### src/rtl/pulse_train_generator.sv
// Programmable pulse train generator: on trigger, emits N pulses of W cycles high, spaced P cycles apart.
// Width/period/count take effect per train via shadow copies latched when the trigger is accepted.
module pulse_train_generator #(
    parameter int MAX_PERIOD  = 1000000,
    parameter int TIME_WIDTH  = $clog2(MAX_PERIOD) + 1,
    parameter int MAX_PULSES  = 256,
    parameter int COUNT_WIDTH = $clog2(MAX_PULSES) + 1
) (
    input  logic                   clk,
    input  logic                   reset_n,
    input  logic                   enable,
    input  logic [TIME_WIDTH-1:0]  width_value,
    input  logic                   width_set,
    input  logic [TIME_WIDTH-1:0]  period_value,
    input  logic                   period_set,
    input  logic [COUNT_WIDTH-1:0] count_value,
    input  logic                   count_set,
    input  logic                   trigger,
    input  logic                   overrun_clear,
    output logic                   pulse_out,
    output logic                   busy,
    output logic                   done,
    output logic                   overrun
);

    typedef enum logic [1:0] {
        S_IDLE = 2'd0,
        S_HIGH = 2'd1,
        S_LOW  = 2'd2
    } state_t;

    localparam logic [TIME_WIDTH-1:0]  ONE_T = TIME_WIDTH'(1);
    localparam logic [TIME_WIDTH-1:0]  TWO_T = TIME_WIDTH'(2);
    localparam logic [COUNT_WIDTH-1:0] ONE_C = COUNT_WIDTH'(1);

    state_t                 state, state_nxt;

    logic [TIME_WIDTH-1:0]  width_reg, period_reg;
    logic [COUNT_WIDTH-1:0] count_reg;

    logic [TIME_WIDTH-1:0]  w_shadow, w_shadow_nxt;
    logic [TIME_WIDTH-1:0]  p_shadow, p_shadow_nxt;
    logic [COUNT_WIDTH-1:0] n_shadow, n_shadow_nxt;

    logic [TIME_WIDTH-1:0]  phase, phase_nxt;
    logic [COUNT_WIDTH-1:0] pulse_cnt, pulse_cnt_nxt;

    logic                   pulse_nxt, busy_nxt, done_nxt, overrun_nxt;
    logic [TIME_WIDTH-1:0]  w_eff, p_eff;

    // Clamped values are only ever written into the shadows; the config regs keep what was written.
    always_comb begin
        w_eff = (width_reg == '0) ? ONE_T : width_reg;
        p_eff = (period_reg > w_eff) ? period_reg : (w_eff + ONE_T);
    end

    always_comb begin
        state_nxt     = state;
        w_shadow_nxt  = w_shadow;
        p_shadow_nxt  = p_shadow;
        n_shadow_nxt  = n_shadow;
        phase_nxt     = phase;
        pulse_cnt_nxt = pulse_cnt;
        done_nxt      = 1'b0;
        overrun_nxt   = overrun;

        case (state)
            S_IDLE: begin
                if (trigger && (count_reg != '0)) begin
                    state_nxt     = S_HIGH;
                    w_shadow_nxt  = w_eff;
                    p_shadow_nxt  = p_eff;
                    n_shadow_nxt  = count_reg;
                    phase_nxt     = ONE_T;
                    pulse_cnt_nxt = ONE_C;
                end
            end
            S_HIGH: begin
                if (phase == w_shadow) begin
                    if (pulse_cnt == n_shadow) begin
                        state_nxt     = S_IDLE;
                        done_nxt      = 1'b1;
                        phase_nxt     = '0;
                        pulse_cnt_nxt = '0;
                    end else begin
                        state_nxt = S_LOW;
                        phase_nxt = phase + ONE_T;
                    end
                end else begin
                    phase_nxt = phase + ONE_T;
                end
            end
            S_LOW: begin
                if (phase == p_shadow) begin
                    state_nxt     = S_HIGH;
                    phase_nxt     = ONE_T;
                    pulse_cnt_nxt = pulse_cnt + ONE_C;
                end else begin
                    phase_nxt = phase + ONE_T;
                end
            end
            default: begin
                state_nxt     = S_IDLE;
                phase_nxt     = '0;
                pulse_cnt_nxt = '0;
            end
        endcase

        // Disable overrides every state transition, including a pending done.
        if (!enable) begin
            state_nxt     = S_IDLE;
            phase_nxt     = '0;
            pulse_cnt_nxt = '0;
            done_nxt      = 1'b0;
        end

        // Set has priority over clear when both land in the same cycle.
        if (overrun_clear) begin
            overrun_nxt = 1'b0;
        end
        if (trigger && enable && (state != S_IDLE)) begin
            overrun_nxt = 1'b1;
        end

        pulse_nxt = (state_nxt == S_HIGH);
        busy_nxt  = (state_nxt != S_IDLE);
    end

    always_ff @(posedge clk) begin
        if (!reset_n) begin
            state      <= S_IDLE;
            width_reg  <= ONE_T;
            period_reg <= TWO_T;
            count_reg  <= ONE_C;
            w_shadow   <= ONE_T;
            p_shadow   <= TWO_T;
            n_shadow   <= ONE_C;
            phase      <= '0;
            pulse_cnt  <= '0;
            pulse_out  <= 1'b0;
            busy       <= 1'b0;
            done       <= 1'b0;
            overrun    <= 1'b0;
        end else begin
            state     <= state_nxt;
            w_shadow  <= w_shadow_nxt;
            p_shadow  <= p_shadow_nxt;
            n_shadow  <= n_shadow_nxt;
            phase     <= phase_nxt;
            pulse_cnt <= pulse_cnt_nxt;
            pulse_out <= pulse_nxt;
            busy      <= busy_nxt;
            done      <= done_nxt;
            overrun   <= overrun_nxt;
            if (width_set) begin
                width_reg <= width_value;
            end
            if (period_set) begin
                period_reg <= period_value;
            end
            if (count_set) begin
                count_reg <= count_value;
            end
        end
    end

endmodule

### config.mk
export PLATFORM = sky130hd
export DESIGN_NAME = pulse_train_generator
export DESIGN_NICKNAME = d
export VERILOG_FILES = /design/src/rtl/pulse_train_generator.sv
export SDC_FILE = /design/constraint.sdc
export NUM_CORES = 1
export LEC_CHECK = 0
export CAP_MARGIN = 20
export CORE_MARGIN = 3
export CORE_UTILIZATION = 58
export DETAILED_ROUTE_END_ITERATION = 16
export PLACE_DENSITY = 0.88
export RECOVER_POWER = 100
export SYNTH_ARGS = -nofsm -noshare
export SYNTH_HDL_FRONTEND = slang
export SYNTH_SLANG_ARGS = --single-unit
### constraint.sdc
create_clock -name clk -period 4.13 [get_ports clk]
set_clock_uncertainty 0.2 [all_clocks]
set_input_delay 0.826 -clock clk [delete_from_list [all_inputs] [get_ports clk]]
set_output_delay 0.826 -clock clk [all_outputs]
set_load 0.05 [all_outputs]
* Yosys cells after proc, flatten, opt, wreduce, memory -nomap -nowiden
Index checks and enable logic that the tools add are counted.
Operators by class: add/subtract/negate cells 3, magnitude comparators 1, equal/unequal tests 10, mux-type cells 21, reductions and logical operators 13
Operators with widths (count):
- $mux 21 | 6
- $pmux 21 s3 | 1
- $add 21x1->21 const B | 2
- $eq 21x21->1 | 2
- $mux 9 | 4
- $pmux 9 s3 | 1
- $gt 21x21->1 | 1
- $logic_not 21->1 | 1
- $mux 2 | 5
- $add 9x1->9 const B | 1
- $eq 9x9->1 | 1
- $reduce_bool 9->1 | 1
- $ne 2x2->1 const B | 4
- $reduce_and 4->1 | 2
- $pmux 2 s3 | 1
- $reduce_bool 2->1 | 3
- $eq 2x1->1 const B | 2
- $reduce_and 2->1 | 2
- $logic_and 1x1->1 | 3
- $mux 1 | 3
- $eq 2x2->1 const B | 1
- $logic_not 2->1 | 1
Word-level totals: bits in registers 138, input bits 59, output and inout port bits 4, word-level logic and storage cells 61

* Logic depth before layout (Yosys ltp)
Gate-level depths: netlist (run 1).
depth after elaboration 6, mapped depth 13, depth with buffers taken out 11

* Least setup slack after synthesis (run 1)
OpenSTA, ideal clock, no wires.
path type reg-to-reg, from register width_reg[14], to register p_shadow[10], library setup time 0.124 ns, data arrival time 2.543 ns, required time 3.806 ns, slack 1.263 ns, cell stages (with the launch flop) 11, buffers on the path 2, clock period less this slack 2.867 ns, cells stage by stage dfxtp_1 clkbuf_1 inv_1 ha_1 nand2_1 or4_1 or4_4 o2111a_2 buf_6 o21ai_2 o211ai_2
On the way: longest elaborated chain between the ends 4, elaborated cells between the ends (all ways) 5, those cells by class add/sub (1); order compare (1); mux (2); reduce/logical (1)
Ends and longest elaborated chain:
- from (decl) | RTL line 38 | logic [TIME_WIDTH-1:0] width_reg, period_reg;
- from (signal assigned) | RTL line 156 | width_reg <= width_value;
- $logic_not 21->1 | RTL line 53 | w_eff = (width_reg == '0) ? ONE_T : width_reg;
- $mux 21 * | RTL line 53
- $add 21x1->21 / $gt 21x21->1 (equally long branches) | RTL line 54 | p_eff = (period_reg > w_eff) ? period_reg : (w_eff + ONE_T);
- $mux 21 * | RTL line 54
- to (signal assigned) | RTL line 147 | p_shadow <= p_shadow_nxt;
- to (decl) | RTL line 42 | logic [TIME_WIDTH-1:0] p_shadow, p_shadow_nxt;
Every way passes the cells marked *; elsewhere a longest branch is shown, timed or not. A chain may end at the register's enable or synchronous reset.

* Worst setup path in the final report (run 1)
from register count_reg[6], to register pulse_cnt[3]
On the way: longest elaborated chain between the ends 4
Ends and longest elaborated chain:
- from (decl) | RTL line 39 | logic [COUNT_WIDTH-1:0] count_reg;
- from (signal assigned) | RTL line 162 | count_reg <= count_value;
- $reduce_bool 9->1 | RTL line 69 | if (trigger && (count_reg != '0)) begin
- $logic_and 1x1->1 | RTL line 69
- $ne 2x2->1 (no line)
- $reduce_and 4->1 (no line)
- to (signal assigned) | RTL line 150 | pulse_cnt <= pulse_cnt_nxt;
- to (decl) | RTL line 46 | logic [COUNT_WIDTH-1:0] pulse_cnt, pulse_cnt_nxt;
No other way between the ends.

==> run_results.csv, run 1 <==
group,metric,value,unit
synth,synth-async-reset-ratio,0,%
timing,maxSlewViolCount,86,
timing,max_freq,281,MHz
route,wl_per_cell,19.0,µm
clock_tree,htreeDepth,4,
route,num_vias,6781,
placement,port_buffers,62,
clock_tree,clk_pin_slew,60,ps
cells_and_area,nets,978,
synth,synth_area,0.00735,mm²
power,ir_drop,388,µV
placement,dp_hpwl,14.1,mm
placement,dpl_cell_area,0.00806,mm²
floorplanning,ios,63,
clock_tree,ctsLongestPathBuffers,2,
worst_setup_path,end_kind,"flip-flop",
cells_and_area,fin_area,0.00856,mm²
synth,ys_ff_latch,138,
clock_tree,cts_tree,"built",
timing,rsz0062_at_grt,"no",
timing,relSlewSlack,-6.59,%
synth,avgSynthCellArea,8.59,µm²
cells_and_area,drive_gt1_share,6.72,%
worst_setup_path,cp_max_fo,31,
worst_setup_path,required,4280,ps
floorplanning,die_area,0.0141,mm²
clock_tree,ctsRootBufferMaster,"clkbuf_16",
route,dr.pass1.iters,6,
timing,final-setup-viol-count,0,
timing,hold_viol_final,0,
clock_tree,cts_sinks,138,
synth,synth_cell_type_count,59,
synth,yosysTopAreaCellShare,37.6,%
synth,yosysTopAreaCell,"dfxtp_1",
placement,gp_congestion,1.06,
worst_setup_path,crit_type,"flip-flop to flip-flop",
global_route,grt-ovfl-total,0,
worst_setup_path,cp-start-kind,"flip-flop",
global_route,first_global_vias,6264,
flow_run,cap_violations,2,
floorplanning,rows,40,
timing,tns,0,ps
clock_tree,worstSkewPairLatency,430,ps
route,drtIter0Drc,878,
clock_tree,ctsResizeCount,0,
worst_hold_path,hold_class,"flip-flop to flip-flop",
power,power_density,406,mW/mm²
synth,syn_nets,939,
route,vias_per_cell,6.30,
floorplanning,core,0.0122,mm²
route,wl,20.5,mm
timing,period_share,86.2,%
synth,synth_warnings,0,
synth,syn_inst,856,
cells_and_area,area_delta_synth_final,16.4,%
synth,yosysSeqAreaShare,37.6,%
synth,synth-main-ff-cell,"dfxtp_1",
worst_setup_path,crit_arrival,3710,ps
synth,synth_edf_count,0,
cells_and_area,num_antenna_cells,0,
floorplanning,start_util,60.2,%
clock_tree,holdBufCountCts,0,
global_route,grt_start_max_net_pins,55,
clock_tree,post_cts_buffers,0,
route,drc,0,
cells_and_area,mostFrequentLayoutCell,"dfxtp_1",
clock_tree,cts_buffers,17,
power,p_leak,3.21,nW
synth,yosys-top-cells-area,"dfxtp_1 38%, xnor2_1 8.6%, mux2i_1 7.9%",
timing,worstMarginPinSlew,1600,ps
timing,min_period,3560,ps
run_status,status,"finished, violations left",
global_route,gr-usage-all-layers,29.0,%
floorplanning,die_x,119,µm
run_status,violations,"capacitance limit, slew limit",
global_route,grt_first_pass_wirelength,32.7,mm
floorplanning,die_h,119,µm
cells_and_area,most-common-layout-cells,"138 x dfxtp_1, 91 x nand2_1, 86 x nor2_1, 72 x xnor2_1, 58 x mux2i_1",
global_route,antenna_found_initial,0,
route,postRouteAntennaNets,0,
## through the flow
stage          total power [mW]  util (%)  hold slack [ps]  std cells  setup slack (ps)
2_1_floorplan              1.80         -              239        856              1260
3_3_place_gp               1.95      66.0              251       1044              1020
3_5_place_dp               1.96      66.0              258       1044               984
4_1_cts                    3.48      70.8              267       1076               884
5_1_grt                    3.57      70.1              289       1076               391
6_report                   3.48      70.1              265       1076               571
## synthesized netlist by cell type (2+ instances only)
cell and count:
clkbuf_1 39, or4_4 2, nor4_1 9, dfxtp_1 138, nand2b_1 2, nand4_1 23
o21ai_0 21, o31a_1 2, nor3_1 8, mux2i_1 58, o2111ai_1 3, a21oi_1 49
buf_6 3, o32ai_1 2, o21ai_2 11, and4_1 4, xor2_1 11, a31oi_1 6
ha_1 24, or4_1 2, o211ai_2 10, a21o_1 2, xnor2_1 72, nor2_1 87
and3_1 27, nor4_2 2, a211oi_1 3, nand3_1 54, a21boi_0 4, buf_1 10
nand2_1 91, or2_2 2, o211ai_1 7, buf_2 2, o21bai_1 9, inv_1 28
o311ai_1 4, or3_1 4
## worst paths after layout
| path | from | end | slack, ps | cells after the start |
|---|---|---|---|---|
| setup / recovery | count_reg[6] | pulse_cnt[3] | 570 | 6 |
| hold / removal | count_reg[3] | n_shadow[3] | 260 | 2 |
| setup reg to reg | count_reg[6] | pulse_cnt[3] | 570 | 6 |
| hold reg to reg | count_reg[3] | n_shadow[3] | 260 | 2 |
## power breakdown
part	internal [mW]	switching, mW
Sequential	1.39	0.0700
Clock	0.930	0.609
Combinational	0.196	0.280
## layer usage
layer	part of all wire (%)	wire length [µm]	vias to the layer above	track usage (%)
li1	-	-	3095	-
met1	41	8290	3182	39.0
met2	45	9200	421	44.1
met3	10	2130	83	6.70
met4	4.1	849	0	13.2
met5	0	0	-	0
## worst max-delay path, cell delays in order (launching register included)
cell and delay (ps):
dfxtp_1 330, or4_1 680, o31ai_4 360, nor2_2 300
nor3_1 1170, o21ai_0 240, mux2i_1 200
## cell type report
cell class | instances | area, µm²
fillers | 913 | 3650
multi-input cells | 636 | 4200
well taps | 168 | 210
clock buffers | 21 | 460
clock inverters | 11 | 135
flip-flops and latches | 138 | 2760
inverters | 28 | 105
repair buffers | 74 | 687
## kinds of logic (layout without fill, tap and decap cells)
logic type / after synthesis / in the layout / synth area share (%)
and+or+nand+nor: 327 / 327 / 21.7
AOI/OAI and AO/OA: 144 / 144 / 14.3
DFF: 138 / 138 / 37.6
xor gates and xnor gates: 83 / 83 / 9.89
buffers and inverters: 82 / 134 / 4.53
muxes: 58 / 58 / 7.90
adders and majority gates: 24 / 24 / 4.09
No activity file was read; power rests on OpenSTA's default activity.
==> run 2, diff against run 1 <==
--- a/config.mk
+++ b/config.mk
@@ -8,6 +8,7 @@
 export CAP_MARGIN = 20
 export CORE_MARGIN = 3
 export CORE_UTILIZATION = 58
+export CTS_CLUSTER_DIAMETER = 150
 export DETAILED_ROUTE_END_ITERATION = 16
 export PLACE_DENSITY = 0.88
 export RECOVER_POWER = 100
==> results of run 2 <==
Final layout, timing and power as in run 1 (identical DEF).
==> run 3, diff against run 2 <==
--- a/config.mk
+++ b/config.mk
@@ -10,8 +10,10 @@
 export CORE_UTILIZATION = 58
 export CTS_CLUSTER_DIAMETER = 150
 export DETAILED_ROUTE_END_ITERATION = 16
+export GPL_TIMING_DRIVEN = 0
 export PLACE_DENSITY = 0.88
 export RECOVER_POWER = 100
+export SETUP_SLACK_MARGIN = 0.3
 export SYNTH_ARGS = -nofsm -noshare
 export SYNTH_HDL_FRONTEND = slang
 export SYNTH_SLANG_ARGS = --single-unit
==> run_results.csv, run 3 (synthesis results as in run 1) <==
group,metric,value,unit
run_status,status,"completed",
clock_tree,holdBufCountCts,0,
route,wl,20.8,mm
route,num_vias,6810,
worst_setup_path,worstReg2RegEnd,"p_shadow[6]",
cells_and_area,area_delta_synth_final,17.2,%
global_route,grt-ovfl-total,0,
clock_tree,ctsLongestPathBuffers,2,
timing,relSlewSlack,42.2,%
worst_setup_path,crit_type,"flip-flop to flip-flop",
clock_tree,worstSkewPairLatency,430,ps
timing,min_period,3810,ps
placement,dp_hpwl,15.0,mm
worst_setup_path,required,4230,ps
flow_run,cap_violations,0,
placement,port_buffers,59,
cells_and_area,num_antenna_cells,0,
worst_setup_path,critPathLaunch,"width_reg[7]",
placement,pre_cts_ws,638,ps
worst_setup_path,end_kind,"flip-flop",
global_route,antenna_found_initial,0,
clock_tree,cts_tree,"built",
clock_tree,htreeDepth,4,
worst_setup_path,endpoint,"p_shadow[6]",
worst_setup_path,path_depth,12,
placement,gp_congestion,1.01,
cells_and_area,drive_gt1_share,6.23,%
route,vias_per_cell,6.11,
power,combPwrFrac,14.7,%
worst_setup_path,crit_arrival,3910,ps
timing,hold_viol_final,0,
route,dr.pass1.iters,5,
cells_and_area,nets,1017,
timing,max_freq,263,MHz
cells_and_area,fin_area,0.00861,mm²
global_route,grt_first_pass_wirelength,32.9,mm
worst_setup_path,critPathMaxStageDelay,540,ps
clock_tree,cts_sinks,138,
floorplanning,die_area,0.0141,mm²
floorplanning,rows,40,
worst_hold_path,hold_class,"flip-flop to flip-flop",
timing,maxSlewViolCount,0,
worst_setup_path,cp_max_fo,10,
clock_tree,ctsResizeCount,0,
worst_setup_path,cp-start-kind,"flip-flop",
floorplanning,die_x,119,µm
power,sw_frac_of_total,29.3,%
route,drc,0,
floorplanning,core,0.0122,mm²
timing,tns,0,ps
worst_hold_path,holdPathStages,2,
timing,finalWorstSetupSlack,323,ps
route,postRouteAntennaNets,0,
timing,rsz0062_at_grt,"no",
clock_tree,ctsRootBufferMaster,"clkbuf_16",
route,wl_per_cell,18.6,µm
clock_tree,cts_buffers,17,
global_route,gr-usage-all-layers,29.3,%
worst_setup_path,crit_chain,"clkbuf_1 > nor4_1 > and3_1 > a31oi_1 > inv_1 > ha_1 > nand3_1 > or4_1 > o2111a_1 > buf_6 > o21ai_0 > o211ai_2",
power,power_frac_clock,42.0,%
timing,worstMarginPinSlew,863,ps
worst_setup_path,worstRegToRegCells,12,
cells_and_area,most-common-layout-cells,"138 x dfxtp_1, 91 x nand2_1, 87 x nor2_1, 72 x xnor2_1, 58 x mux2i_1",
worst_setup_path,crit_slowest_cell,"or4_1",
clock_tree,post_cts_buffers,0,
power,finalPower,3.36,mW
worst_setup_path,critPathTopFamily,"compound AO/OA/AOI/OAI gates",
route,drtIter0Drc,796,
power,net-switching-power,985,µW
power,p_leak,3.21,nW
floorplanning,die_h,119,µm
floorplanning,start_util,60.2,%
worst_setup_path,worstReg2RegStart,"width_reg[7]",
clock_tree,clk_pin_slew,60,ps
timing,final-setup-viol-count,0,
global_route,first_global_vias,6393,
timing,period_share,92.2,%
global_route,grt_start_max_net_pins,17,
power,power.internal,2.38,mW
power,ir_drop,322,µV
power,p_seq_share,43.4,%
worst_setup_path,r2r_slack,320,ps
cells_and_area,mostFrequentLayoutCell,"dfxtp_1",
placement,dpl_cell_area,0.00815,mm²
timing,hold_slack,271,ps
floorplanning,ios,63,
power,power_density,390,mW/mm²
worst_setup_path,cp.buffers_inverters,3,
## run 3: cell count changes in the layout (fill, tap and decap cells not counted), sizes merged
cell	before	now
bufinv	2	0
inv	32	34
clkbuf	27	64
clkinvlp	3	4
buf	7	9
clkdlybuf4s50	55	53
clkinv	2	3
## run 3: final cells by class
| class | instances | area (µm²) |
|---|---|---|
| Timing Repair Buffer | 59 | 591 |
| Inverter | 28 | 105 |
| Buffer | 54 | 226 |
| Clock inverter | 13 | 110 |
| Fill cell | 915 | 3600 |
| Sequential cell | 138 | 2760 |
| Clock buffer | 19 | 433 |
| Multi-Input combinational cell | 636 | 4170 |
| Tap cell | 168 | 210 |
## run 3: routing by layer
metal,global-route usage (%),vias to the layer above,share of wire (%)
met5,0,-,0
met1,38.7,3171,42
met4,13.1,0,3.9
met2,45.0,395,44
met3,7.70,75,10
li1,-,3169,-
## run 3: tightest hold or removal path, stage by stage (launching register included)
cell and delay [ps]:
dfxtp_1 320, nand2_1 50, a21oi_1 50
## run 3: worst min path at each step
stage,from,to
5_1_grt,w_shadow[15],w_shadow[15]
3_5_place_dp,count_reg[7],n_shadow[7]
6_report,n_shadow[5],n_shadow[5]
4_1_cts,n_shadow[6],n_shadow[6]
3_3_place_gp,count_reg[1],n_shadow[1]
2_1_floorplan,count_reg[3],n_shadow[3]
## run 3: power by group through the flow
| stage | Combinational (mW) | Clock (mW) | Sequential [mW] |
|---|---|---|---|
| final | 0.493 | 1.41 | 1.46 |
| after global routing | 0.533 | 1.47 | 1.46 |
| after CTS | 0.498 | 1.41 | 1.45 |
| after detailed placement | 0.490 | 0 | 1.48 |
| after global placement | 0.477 | 0 | 1.48 |
| after floorplan | 0.339 | 0 | 1.46 |
## run 3: stage by stage
step / utilization (%) / cells
6_report: 70.5 / 1115
5_1_grt: 70.5 / 1115
4_1_cts: 71.2 / 1115
3_5_place_dp: 66.7 / 1083
3_3_place_gp: 66.7 / 1083
2_1_floorplan: - / 856
==> variant 1 (config.mk and constraints of run 2) <==
Put one more register stage on the output `overrun`, cleared by the reset. The value now appears one clock later. The other outputs are not delayed to match.
--- a/src/rtl/pulse_train_generator.sv
+++ b/src/rtl/pulse_train_generator.sv
@@ -33,6 +33,8 @@
     localparam logic [TIME_WIDTH-1:0]  TWO_T = TIME_WIDTH'(2);
     localparam logic [COUNT_WIDTH-1:0] ONE_C = COUNT_WIDTH'(1);
 
+    logic overrun_s0;
+
     state_t                 state, state_nxt;
 
     logic [TIME_WIDTH-1:0]  width_reg, period_reg;
@@ -62,7 +64,7 @@
         phase_nxt     = phase;
         pulse_cnt_nxt = pulse_cnt;
         done_nxt      = 1'b0;
-        overrun_nxt   = overrun;
+        overrun_nxt   = overrun_s0;
 
         case (state)
             S_IDLE: begin
@@ -140,7 +142,7 @@
             pulse_out  <= 1'b0;
             busy       <= 1'b0;
             done       <= 1'b0;
-            overrun    <= 1'b0;
+            overrun_s0 <= 1'b0;
         end else begin
             state     <= state_nxt;
             w_shadow  <= w_shadow_nxt;
@@ -151,7 +153,7 @@
             pulse_out <= pulse_nxt;
             busy      <= busy_nxt;
             done      <= done_nxt;
-            overrun   <= overrun_nxt;
+            overrun_s0 <= overrun_nxt;
             if (width_set) begin
                 width_reg <= width_value;
             end
@@ -164,5 +166,13 @@
         end
     end
 
+    always_ff @(posedge clk) begin
+        if (!reset_n) begin
+            overrun <= '0;
+        end else begin
+            overrun <= overrun_s0;
+        end
+    end
+
 endmodule
 
Behaviour: not the same (a bounded check fails within 4 cycles, from zero or initial values and one cycle with reset_n low).
==> variant 1 against run 2 <==
Area after synthesis decreased by 3.2%; the flow still finishes with violations (capacitance limit, slew limit); synthesized cell count shrank 5.7%; sequential cell count grew 1; setup slack improved by 0.071 ns; design area decreased by 3.0%; critical endpoint is now p_shadow[17]; highest routed layer unchanged; sequential share of layout area increased by 1.2 points; total power fell by 1.2%; critical path depth grew 2; largest cell class unchanged; wire length is 15% lower.
==> variant 1: results (changes against run 2) <==
GRT Total Usage - 0.2664 (was 0.2896)
Signal buffers - 71 (was 74)
R2R Setup Slk - 0.69 ns (was 0.57 ns)
Synth Area in Compound Gates - 0.1034 (was 0.1430)
Synth Area in XOR/XNOR - 0.1059 (was 0.09891)
fin. max-slew vios - 22 (was 86)
Syn Nets - 890 (was 939)
number of max-cap violations - 1 (was 2)
clock buf count - 22 (was 21)
failing checks - capacitance limit, slew limit (unchanged)
Routed WL per cell - 17.44 µm (was 19.02 µm)
status - finished, violations left (unchanged)
multi-input logic area - 3973 µm² (was 4198 µm²)
final hold slack - 0.2415 ns (was 0.2645 ns)
non-clock inverter count - 27 (was 28)
CP startpoint - trigger (was count_reg[6])
most instantiated cells after synthesis - 139 x dfxtp_1, 87 x nand2_1, 60 x mux2i_1 (was 138 x dfxtp_1, 91 x nand2_1, 87 x nor2_1)
placed inst area - 7756 µm² (was 8055 µm²)
Reg2Reg Depth - 7 (was 6)
design area - 8303 µm² (was 8558 µm²)
DP HPWL - 12.05 mm (was 14.15 mm)
worst setup path end - p_shadow[17] (was pulse_cnt[3])
Initial DRC Count - 515 (was 878)
r2r endpoint - phase[6] (was pulse_cnt[3])
mux cell area share after synthesis - 0.08445 (was 0.07899)
FFs & Latches - 139 (was 138)
worst r2r src - phase[10] (was count_reg[6])
proportion of layout cells with a drive suffix above 1 - 0.04684 (was 0.06718)
Netlist cell types - 53 (was 59)
Seq/Total Area, Yosys - 0.3913 (was 0.3759)
largest net degree at the start of global routing - 61 (was 55)
Clock-cell share - 0.07128 (was 0.06959)
VDD IR max - 0.2403 mV (was 0.3882 mV)
pre-CTS setup slack - 0.8136 ns (was 0.9836 ns)
Layout fillers - 828 (was 913)
multi-input gate count - 587 (was 636)
slowest cell delay on critical path - 0.54 ns (was 1.17 ns)
first-pass GRT wire length - 28.49 mm (was 32.69 mm)
via count - 5,966 (was 6,781)
## variant 1: cell count changes after synthesis, sizes merged, moves of 9 or more
cell    before  now
o211ai      17    3
nand3       54   43
a21oi       49   21
a21boi       4   29
o21ai       32   21
nor2b        1   53
xnor2       72   47
xor2        11   39
and3        27    8
o21bai       9    0
nor2        87   37
## variant 1: report_power, final
part           internal, µW  switching, µW
sequential             1400           69.0
combinational           198            235
clock                   985            546
total                  2580            850
## variant 1: worst max-delay path: cells and delay by family
family | cells | cell delay, ns
simple gates | 2 | 0.69
buf+inv | 4 | 1.43
compound gates | 2 | 0.61
## variant 1: through the flow
stage                     total power (µW)  std cells
after floorplan                       1775        807
after global placement                1910        967
after detailed placement              1924        967
after CTS                             3444        997
after global routing                  3546        997
final                                 3435        997
## variant 1: metal layers
metal,GRT usage,wire (µm)
met3,0.05699,1127
met1,0.3571,7652
met5,0,0
met4,0.1223,504
met2,0.4118,8102
==> variant 2 (config.mk and constraints of run 2) <==
Made on the original files. The parameter `MAX_PERIOD` goes from 1000000 to 250000.
--- a/src/rtl/pulse_train_generator.sv
+++ b/src/rtl/pulse_train_generator.sv
@@ -1,7 +1,7 @@
 // Programmable pulse train generator: on trigger, emits N pulses of W cycles high, spaced P cycles apart.
 // Width/period/count take effect per train via shadow copies latched when the trigger is accepted.
 module pulse_train_generator #(
-    parameter int MAX_PERIOD  = 1000000,
+    parameter int MAX_PERIOD  = 250000,
     parameter int TIME_WIDTH  = $clog2(MAX_PERIOD) + 1,
     parameter int MAX_PULSES  = 256,
     parameter int COUNT_WIDTH = $clog2(MAX_PULSES) + 1
Interface: changed (resized period_value and width_value); port bits go from 63 to 59. No check against the original RTL was run, so the function may have changed too.
==> variant 2 against run 2 <==
Core utilization grew 0.59 points; non-clock buffer count decreased by 8; design area fell by 8.9%; synthesized cell count shrank 10%; clock power shrank 6%; total power is 7.7% lower; area after synthesis down 9.7%; cell count down 11%; wire length shrank 19%; sequential cell count shrank 10; setup slack better by 0.16 ns; critical path depth is 2 higher; sequential share of layout area rose by 0.59 points; largest power group unchanged.
==> variant 2: results (changes against run 2) <==
CP Max Fanout - 53 (was 31)
post-CTS setup buffers - 0 (unchanged)
min-delay src - overrun (was count_reg[3])
Slew headroom - 0.06721 (was -0.06593)
Root Buffer - clkbuf_16 (unchanged)
largest net degree at the start of global routing - 90 (was 55)
CTS clock-pin slew for the worst setup and hold paths - 0.06 ns (about the same)
status - finished, final reports clean (was finished, violations left)
first-pass GRT wire length - 27.60 mm (was 32.69 mm)
GRT Total Usage - 0.2675 (was 0.2896)
worst setup path end - p_shadow[16] (was pulse_cnt[3])
Seq/Total Area, Yosys - 0.3860 (was 0.3759)
DRC - 0 (unchanged)
iteration count of the initial detailed-routing pass - 5 (was 6)
Clock H-tree levels - 4 (unchanged)
most instantiated cells after synthesis - 128 x dfxtp_1, 81 x nand2_1, 60 x nand3_1 (was 138 x dfxtp_1, 91 x nand2_1, 87 x nor2_1)
Num CTS Buffers - 17 (unchanged)
Netlist cell types - 45 (was 59)
Reg2Reg Depth - 13 (was 6)
Syn Nets - 845 (was 939)
Port Buffers - 58 (was 62)
DP HPWL - 11.96 mm (was 14.15 mm)
ANT cells - 0 (unchanged)
HP Class - register to register (unchanged)
Post-Route WL - 16.54 mm (was 20.47 mm)
synthesis warning total - 0 (unchanged)
Initial DRC Count - 500 (was 878)
main area contributors after synthesis - dfxtp_1 39%, mux2i_1 7.2%, xnor2_1 6.3% (was dfxtp_1 38%, xnor2_1 8.6%, mux2i_1 7.9%)
Longest Clk Path Bufs - 2 (unchanged)
placed inst area - 7228 µm² (was 8055 µm²)
worst r2r src - width_reg[5] (was count_reg[6])
Main synth FF type - dfxtp_1 (unchanged)
Mapped Cells - 768 (was 856)
Final #Nets - 882 (was 978)
VDD IR max - 0.5461 mV (was 0.3882 mV)
slowest cell delay on critical path - 0.82 ns (was 1.17 ns)
Static Leak - 0.003002 µW (was 0.003209 µW)
worst skew pair latency - 0.42 ns
R2R Setup Slk - 0.83 ns (was 0.57 ns)
CP startpoint - trigger (was count_reg[6])
Via density - 5.908 (was 6.302)
Post-Layout Cell Count - 958 (was 1,076)
data arrival time of the worst path - 3.48 ns (was 3.71 ns)
placed cell count - 924 (was 1,044)
Post-synth ARST share - 0 (unchanged)
vias in the first global route - 5,641 (was 6,264)
Placer Congestion - 1.012 (was 1.061)
Min-Delay Endpoint - overrun (was n_shadow[3])
worst hold path cell count - 2 (unchanged)
antenna violations before repair - 0 (unchanged)
Sw Share - 0.2662 (was 0.2759)
slowest CP cell - clkbuf_2 (was nor3_1)
number of gates resized after cts - 0 (unchanged)
proportion of layout cells with a drive suffix above 1 - 0.04645 (was 0.06718)
variant 2: cells by family (layout without fill, tap and decap cells):
family          Yosys count  count (layout)  synth area share
buf+inv                  75             125           0.04636
mux                      48              48           0.07237
simple gates            318             318            0.2478
xor+xnor                 81              81            0.1069
fa+ha+maj                22              22           0.04146
compound gates           96              96           0.09913
flops                   128             128            0.3860
variant 2: layout make-up:
class	instances	area [µm²]
clock inverters	13	140.1
multi-input cells	565	3764
clock buffers	19	432.9
inverters	27	101.3
flip-flops and latches	128	2562
fillers	818	3236
well taps	140	175.2
repair buffers	66	619.3
variant 2: critical path, delay by kind of cell:
kind	cells	cell delay, ns
simple gates	3	0.70
buf+inv	3	1.43
compound gates	2	0.52
variant 2: stage by stage:
stage,util,hold slack [ns],setup slack [ns]
after global routing,0.7067,0.3062,0.4070
after CTS,0.7072,0.2827,0.8846
after floorplan,-,0.2531,1.229
final,0.7067,0.2732,0.7269
after global placement,0.6553,0.2661,0.9494
after detailed placement,0.6553,0.2751,0.7994
variant 2: power groups by stage:
stage,Clock [µW],Combinational (µW),Sequential [µW]
floorplan,0,287,1360
global placement,0,392,1370
detailed placement,0,408,1380
CTS,1460,414,1350
global route,1520,456,1360
finish,1440,414,1350
variant 2: metal layers:
| layer | track usage | share of wire |
|---|---|---|
| met5 | 0 | 0 |
| met4 | 0.1314 | 0.039 |
| met3 | 0.06684 | 0.056 |
| met2 | 0.4396 | 0.48 |
| met1 | 0.3273 | 0.43 |
